### src/rtl/dmem_arbiter.sv
// dmem_arbiter
// ------------
// Sequences the single data memory and shares it between the pipeline MEM
// stage (priority requester) and an external loader/debug port.  Each access
// holds address/controls for ACCESS_CYCLES cycles.  The last of these is the
// "done" cycle, and one IDLE cycle always separates two accesses.  A streak
// counter bounds how many consecutive pipeline grants may be made while the
// external port waits, so the external port cannot be starved.
//
// Ports
//   clk, rst        clock; synchronous active-high reset
//   pipe_*          MEM-stage request (req/we/addr/wdata), load data and stall
//   ext_*           external request (held until ext_done), read data, done pulse
//   mem_*           memory address/data/strobes; mem_rdata valid in the done cycle
//   busy            an access is in progress
//   stall_count     saturating count of cycles with pipe_stall=1
module dmem_arbiter #(
  parameter int unsigned ACCESS_CYCLES   = 2,
  parameter int unsigned MAX_PIPE_STREAK = 4,
  parameter int unsigned CNT_W           = 16
) (
  input  logic             clk,
  input  logic             rst,
  // pipeline MEM stage
  input  logic             pipe_req,
  input  logic             pipe_we,
  input  logic [31:0]      pipe_addr,
  input  logic [31:0]      pipe_wdata,
  output logic [31:0]      pipe_rdata,
  output logic             pipe_stall,
  // external loader / debug port
  input  logic             ext_req,
  input  logic             ext_we,
  input  logic [31:0]      ext_addr,
  input  logic [31:0]      ext_wdata,
  output logic [31:0]      ext_rdata,
  output logic             ext_done,
  // data memory
  output logic [31:0]      mem_addr,
  output logic [31:0]      mem_wdata,
  output logic             mem_re,
  output logic             mem_we,
  input  logic [31:0]      mem_rdata,
  // status
  output logic             busy,
  output logic [CNT_W-1:0] stall_count
);

  // Access cycle counter runs 1..ACCESS_CYCLES; streak runs 0..MAX_PIPE_STREAK.
  localparam int unsigned CW = $clog2(ACCESS_CYCLES + 1);
  localparam int unsigned SW = (MAX_PIPE_STREAK < 1) ? 1 : $clog2(MAX_PIPE_STREAK + 1);

  localparam logic [CW-1:0] CNT_LAST   = CW'(ACCESS_CYCLES);
  localparam logic [SW-1:0] STREAK_MAX = SW'(MAX_PIPE_STREAK);

  typedef enum logic {
    IDLE   = 1'b0,
    ACCESS = 1'b1
  } state_t;

  typedef enum logic {
    OWN_PIPE = 1'b0,
    OWN_EXT  = 1'b1
  } owner_t;

  // ---------------------------------------------------------------------------
  // State
  // ---------------------------------------------------------------------------
  state_t            state_q, state_d;
  owner_t            owner_q, owner_d;
  logic [CW-1:0]     cnt_q, cnt_d;
  logic [SW-1:0]     streak_q, streak_d;
  logic              we_q, we_d;
  logic [31:0]       addr_q, addr_d;
  logic [31:0]       wdata_q, wdata_d;
  logic [31:0]       pipe_rdata_q;
  logic [31:0]       ext_rdata_q;
  logic [CNT_W-1:0]  stall_q;

  // ---------------------------------------------------------------------------
  // Access phase decode
  // ---------------------------------------------------------------------------
  // Reset is synchronous, so the state register still reads ACCESS during the
  // reset cycle.  Qualifying with !rst keeps an aborted access from driving
  // the memory, pulsing mem_we or signalling completion.
  logic access_active;
  logic done;
  logic done_pipe;
  logic done_ext;

  assign access_active = (state_q == ACCESS) && !rst;
  assign done          = access_active && (cnt_q == CNT_LAST);
  assign done_pipe     = done && (owner_q == OWN_PIPE);
  assign done_ext      = done && (owner_q == OWN_EXT);

  // ---------------------------------------------------------------------------
  // Next-state / arbitration
  // ---------------------------------------------------------------------------
  logic grant_pipe;
  logic grant_ext;

  // NOTE: every signal written here gets a default first, so no path through
  // the block leaves a value unassigned and no latch is inferred.
  always_comb begin
    state_d    = state_q;
    owner_d    = owner_q;
    cnt_d      = cnt_q;
    streak_d   = streak_q;
    we_d       = we_q;
    addr_d     = addr_q;
    wdata_d    = wdata_q;
    grant_pipe = 1'b0;
    grant_ext  = 1'b0;

    case (state_q)
      IDLE: begin
        // Pipeline has priority unless it has already won MAX_PIPE_STREAK
        // grants in a row while the external port was waiting.
        if (pipe_req && !(ext_req && (streak_q == STREAK_MAX))) begin
          grant_pipe = 1'b1;
        end else if (ext_req) begin
          grant_ext = 1'b1;
        end

        // Nobody is waiting on the external side: the streak restarts.
        if (!ext_req) begin
          streak_d = '0;
        end

        if (grant_pipe) begin
          state_d = ACCESS;
          owner_d = OWN_PIPE;
          cnt_d   = CW'(1);
          we_d    = pipe_we;
          addr_d  = pipe_addr;
          wdata_d = pipe_wdata;
          // A pipe grant with ext_req pending implies streak < max, so the
          // increment saturates naturally at STREAK_MAX.
          if (ext_req) begin
            streak_d = streak_q + SW'(1);
          end
        end else if (grant_ext) begin
          state_d  = ACCESS;
          owner_d  = OWN_EXT;
          cnt_d    = CW'(1);
          we_d     = ext_we;
          addr_d   = ext_addr;
          wdata_d  = ext_wdata;
          streak_d = '0;
        end
      end

      ACCESS: begin
        if (cnt_q == CNT_LAST) begin
          state_d = IDLE;
          cnt_d   = '0;
        end else begin
          cnt_d = cnt_q + CW'(1);
        end
      end

      default: begin
        state_d = IDLE;
      end
    endcase
  end

  // ---------------------------------------------------------------------------
  // Registers
  // ---------------------------------------------------------------------------
  // NOTE: sequential state uses non-blocking assignments so every register
  // samples the pre-edge values of the others, independent of statement order.
  always_ff @(posedge clk) begin
    if (rst) begin
      state_q      <= IDLE;
      owner_q      <= OWN_PIPE;
      cnt_q        <= '0;
      streak_q     <= '0;
      // NOTE: the latched request fields are datapath registers and are only
      // observed through access_active; they are cleared anyway so nothing
      // stale is ever visible when inspecting the block after reset.
      we_q         <= 1'b0;
      addr_q       <= '0;
      wdata_q      <= '0;
      pipe_rdata_q <= '0;
      ext_rdata_q  <= '0;
      stall_q      <= '0;
    end else begin
      state_q  <= state_d;
      owner_q  <= owner_d;
      cnt_q    <= cnt_d;
      streak_q <= streak_d;
      we_q     <= we_d;
      addr_q   <= addr_d;
      wdata_q  <= wdata_d;

      // Capture load data so it remains visible after the done cycle.
      if (done_pipe && !we_q) begin
        pipe_rdata_q <= mem_rdata;
      end
      if (done_ext && !we_q) begin
        ext_rdata_q <= mem_rdata;
      end

      if (pipe_stall && (stall_q != '1)) begin
        stall_q <= stall_q + CNT_W'(1);
      end
    end
  end

  // ---------------------------------------------------------------------------
  // Outputs
  // ---------------------------------------------------------------------------
  // The byte offset is masked rather than dropped so the memory always sees
  // a word-aligned address.
  assign mem_addr    = access_active ? (addr_q & 32'hFFFF_FFFC) : '0;
  assign mem_wdata   = access_active ? wdata_q : '0;
  assign mem_re      = access_active && !we_q;
  // Write strobe only in the final cycle: exactly one pulse per write access.
  assign mem_we      = done && we_q;

  assign busy        = (state_q == ACCESS);
  assign ext_done    = done_ext;

  // The pipeline stalls whenever it requests, except in the done cycle of
  // its own access; that includes waiting behind an external access.
  assign pipe_stall  = !rst && pipe_req && !done_pipe;

  // Combinational bypass in the done cycle so MEM/WB gets the load data
  // without an extra cycle; otherwise the last loaded value is held.
  assign pipe_rdata  = (done_pipe && !we_q) ? mem_rdata : pipe_rdata_q;
  assign ext_rdata   = (done_ext  && !we_q) ? mem_rdata : ext_rdata_q;

  assign stall_count = stall_q;

endmodule

### config.mk
export PLATFORM = sky130hd
export DESIGN_NAME = dmem_arbiter
export DESIGN_NICKNAME = d
export VERILOG_FILES = /design/src/rtl/dmem_arbiter.sv
export SDC_FILE = /design/constraint.sdc
export NUM_CORES = 1
export LEC_CHECK = 0
export ABC_AREA = 1
export ABC_CLOCK_PERIOD_IN_PS = 1500
export CORE_MARGIN = 5
export CORE_UTILIZATION = 25
export CTS_BUF_LIST = sky130_fd_sc_hd__clkbuf_16
export CTS_CLUSTER_DIAMETER = 200
export DETAILED_ROUTE_END_ITERATION = 8
export PLACE_DENSITY = 0.62
export SLEW_MARGIN = 40
export SYNTH_ARGS = -nofsm -noshare
export SYNTH_HDL_FRONTEND = slang
export SYNTH_SLANG_ARGS = --single-unit
export TNS_END_PERCENT = 100
### constraint.sdc
create_clock -name clk -period 1.5 [get_ports clk]
set_input_delay 0.225 -clock clk [delete_from_list [all_inputs] [get_ports clk]]
set_output_delay 0.225 -clock clk [all_outputs]
set_load 0.02 [all_outputs]
==> flow_summary.yaml <==
synth:
  yosysUniqueCellTypes: 29
  avgSynthCellArea_um2: 6.900
  syn_inst: 1114
  ys_seq_area_share_pct: 39.07
  syn_area_um2: 7686
  ys_seq_elements: 150
  yosys_warnings: 0
power:
  pwr-share-comb_pct: 27.5
  power.switching_mw: 3.809
  ir_drop_mv: 0.7033
  power.leakage_nw: 7.020
  clockPowerShare_pct: 36.8
  power_density_nw_per_um2: 811.2
  swShare_pct: 31.09
  seq_power_share_pct: 35.8
  p_int_mw: 8.443
  power_mw: 12.25
worst_setup_path:
  r2r-end: "stall_count[3]"
  required_ns: 1.27
  cp_max_fo: 9
  worstSetupStartpointType: "flip-flop"
  rr_worst_depth: 13
  cp-endpoint: "pipe_rdata[14]"
  cp-end-kind: "output port"
  crit_type: "reg -> out"
  r2r-start: "busy"
  crit_start: "cnt_q[1]"
  arrival_ns: 2.05
  rrSetupSlack_ns: -0.26
clock_tree:
  clock_latency_ns: 0.43
  numCtsBuffers: 17
  cts_root_buf: "clkbuf_16"
  cts.path.max_buffers: 2
  cts_num_sinks: 150
  htreeDepth: 4
  cts-hold-fix-buffers: 0
  clk_pin_slew_ns: 0.08
  tritoncts: "built"
global_routing:
  grt_pass1_wl_um: 40500
  grt_max_degree: 79
  grt_pass1_vias: 8009
  grt_antenna_before_repair: 0
  grt_util_all_layers_pct: 14.59
  grt_overflow_total: 0
hold_path:
  hold_class: "in -> reg"
detailed_routing:
  postRouteAntennaNets: 0
  drc_errors: 0
  wl_per_cell_um: 15.69
  dr.pass1.iters: 4
  viasPerCell: 4.383
  drt-initial-drc-count: 260
  drt_wl_total_um: 31370
  dr_total_vias: 8762
die:
  core_area_um2: 30510
  fp.dieArea_um2: 34350
  die_w_um: 185.3
  start_util_pct: 25.19
  num_rows: 64
  fp.dieH_um: 185.3
  num_io_pins: 315
timing:
  period_minus_slack_ns: 2.273
  hold_viol_final: 0
  fin_setup_tns_ns: -81.56
  fin_crit_sh_pct: 151.5
  skew_ns: 0.01800
  rsz0062_at_grt: "true"
  max_freq_mhz: 439.9
  relSlewSlack_pct: 45.20
  finalMaxSlewViolations: 0
  final-setup-viol-count: 262
  setup_slack_ns: -0.7731
  worst_slew_pin_slew_ns: 0.8220
cells_and_area:
  layout.nets: 1759
  final_cell_mix: "nand2_1 (181), inv_1 (178), clkdlybuf4s50_1 (160)"
  drive_gt1_share_pct: 44.29
  areaGrowthSynthToFinish_pct: 96.50
  nFillCells: 2834
  final_cell_count_no_fill: 1999
  final_common_cell: "nand2_1"
  insertedDiodeCount: 0
run:
  cap_violations: 0
run_status:
  outcome: "finished with violations"
  violations: "negative setup slack"
placement:
  pre_cts_ws_ns: -0.6645
  portBuffers: 308
  placed_cells: 1869
  dp_hpwl_um: 19220
  gp_congestion: 0.9203
## sequential cells by signal (all words and copies together) (netlist names)
name          cells
addr_q           30
busy              1
cnt_q             2
ext_rdata_q      32
owner_q           1
pipe_rdata_q     32
stall_count      16
streak_q          3
wdata_q          32
we_q              1
## worst min path at each step
stage / from / to / slack [ns] / cells past startpoint
2_1_floorplan: mem_rdata[23] / ext_rdata_q[23] / 0.37 / 2
3_3_place_gp: addr_q[30] / addr_q[30] / 0.47 / 2
3_5_place_dp: addr_q[12] / addr_q[12] / 0.48 / 2
4_1_cts: pipe_addr[31] / addr_q[31] / 0.34 / 3
5_1_grt: pipe_addr[31] / addr_q[31] / 0.35 / 3
6_report: pipe_addr[31] / addr_q[31] / 0.36 / 3
## power by group through the flow
stage / registers, mW / clock network (mW) / logic, mW
after floorplan: 4.44 / 0 / 1.01
after global placement: 4.45 / 0 / 2.23
after detailed placement: 4.46 / 0 / 2.24
after CTS: 4.37 / 4.63 / 2.26
after global routing: 4.41 / 4.83 / 3.61
final: 4.38 / 4.50 / 3.36
## repair_timing
| action | CTS | global route |
|---|---|---|
| buffers inserted | 10 | 57 |
| pin swaps | 4 | 11 |
| gates resized for setup | 315 | 627 |
| gates cloned | 0 | 34 |
| setup endpoints to repair | 264 | 284 |
## Yosys cell counts
master	n	share of area [%]
buf_2	13	0.85
o211ai_1	30	2.9
nand2_2	24	2.0
nand4_1	4	0.33
o22ai_1	2	0.16
clkbuf_1	37	1.8
a31oi_1	33	2.7
xor2_1	1	0.11
conb_1	1	0.049
dfxtp_1	150	39
ha_1	3	0.49
buf_4	2	0.20
nand2_4	1	0.15
nor3_1	2	0.13
buf_1	1	0.049
nand3_1	47	3.1
nand2_1	217	11
nor2_2	52	4.2
inv_2	3	0.15
o21ai_2	64	7.3
a21oi_1	20	1.3
o21ai_0	40	2.6
buf_6	13	1.9
inv_4	1	0.081
inv_1	238	12
nor2_1	111	5.4
xnor2_1	1	0.11
nand3_4	2	0.46
nor3_4	1	0.21
## per-stage QoR
stage	utilization [%]	cell area (um^2)	hold slack, ns
final	49.50	15100	0.3589
after global routing	49.50	15100	0.3493
after CTS	42.33	12910	0.3402
after detailed placement	39.92	12180	0.4846
after global placement	39.92	12180	0.4749
after floorplan	-	7999	0.3652
## routing by layer
layer / vias up / routed length (um) / GRT usage (%)
li1: 4366 / - / -
met1: 4039 / 12700 / 18.26
met2: 309 / 15450 / 24.08
met3: 48 / 2382 / 5.145
met4: 0 / 840 / 3.582
met5: - / 0 / 0
## cells by family (layout without fill, tap and decap cells)
logic type	after synthesis	after routing	share of synthesized area [%]
AND/OR/NAND/NOR	461	461	26.53
adder cells (fa/ha/maj)	3	3	0.4884
AO/OA/AOI/OAI	189	189	16.98
XOR/XNOR	2	2	0.2279
flip-flops	150	150	39.07
buffers and inverters	308	796	16.65
other	1	2	0.04879
## worst max-delay path, cell delays in order, from the launching register on
cell and delay, ns:
dfxtp_2 0.34, inv_2 0.05, nor3_4 0.18, buf_4 0.14, nand3_4 0.11, buf_12 0.18, clkbuf_16 0.18, o21ai_2 0.15
inv_2 0.04, clkdlybuf4s15_2 0.26
## area by class of cell
class / instances / area [um^2] / area share (%)
repair buffers: 522 / 5619 / 37.20
multi-input cells: 657 / 4443 / 29.42
flip-flops and latches: 150 / 3019 / 19.99
inverters: 242 / 928.4 / 6.147
well taps: 396 / 495.5 / 3.281
clock buffers: 18 / 450.4 / 2.982
clock inverters: 14 / 147.6 / 0.9776
Power figures use the tool's default switching activity.
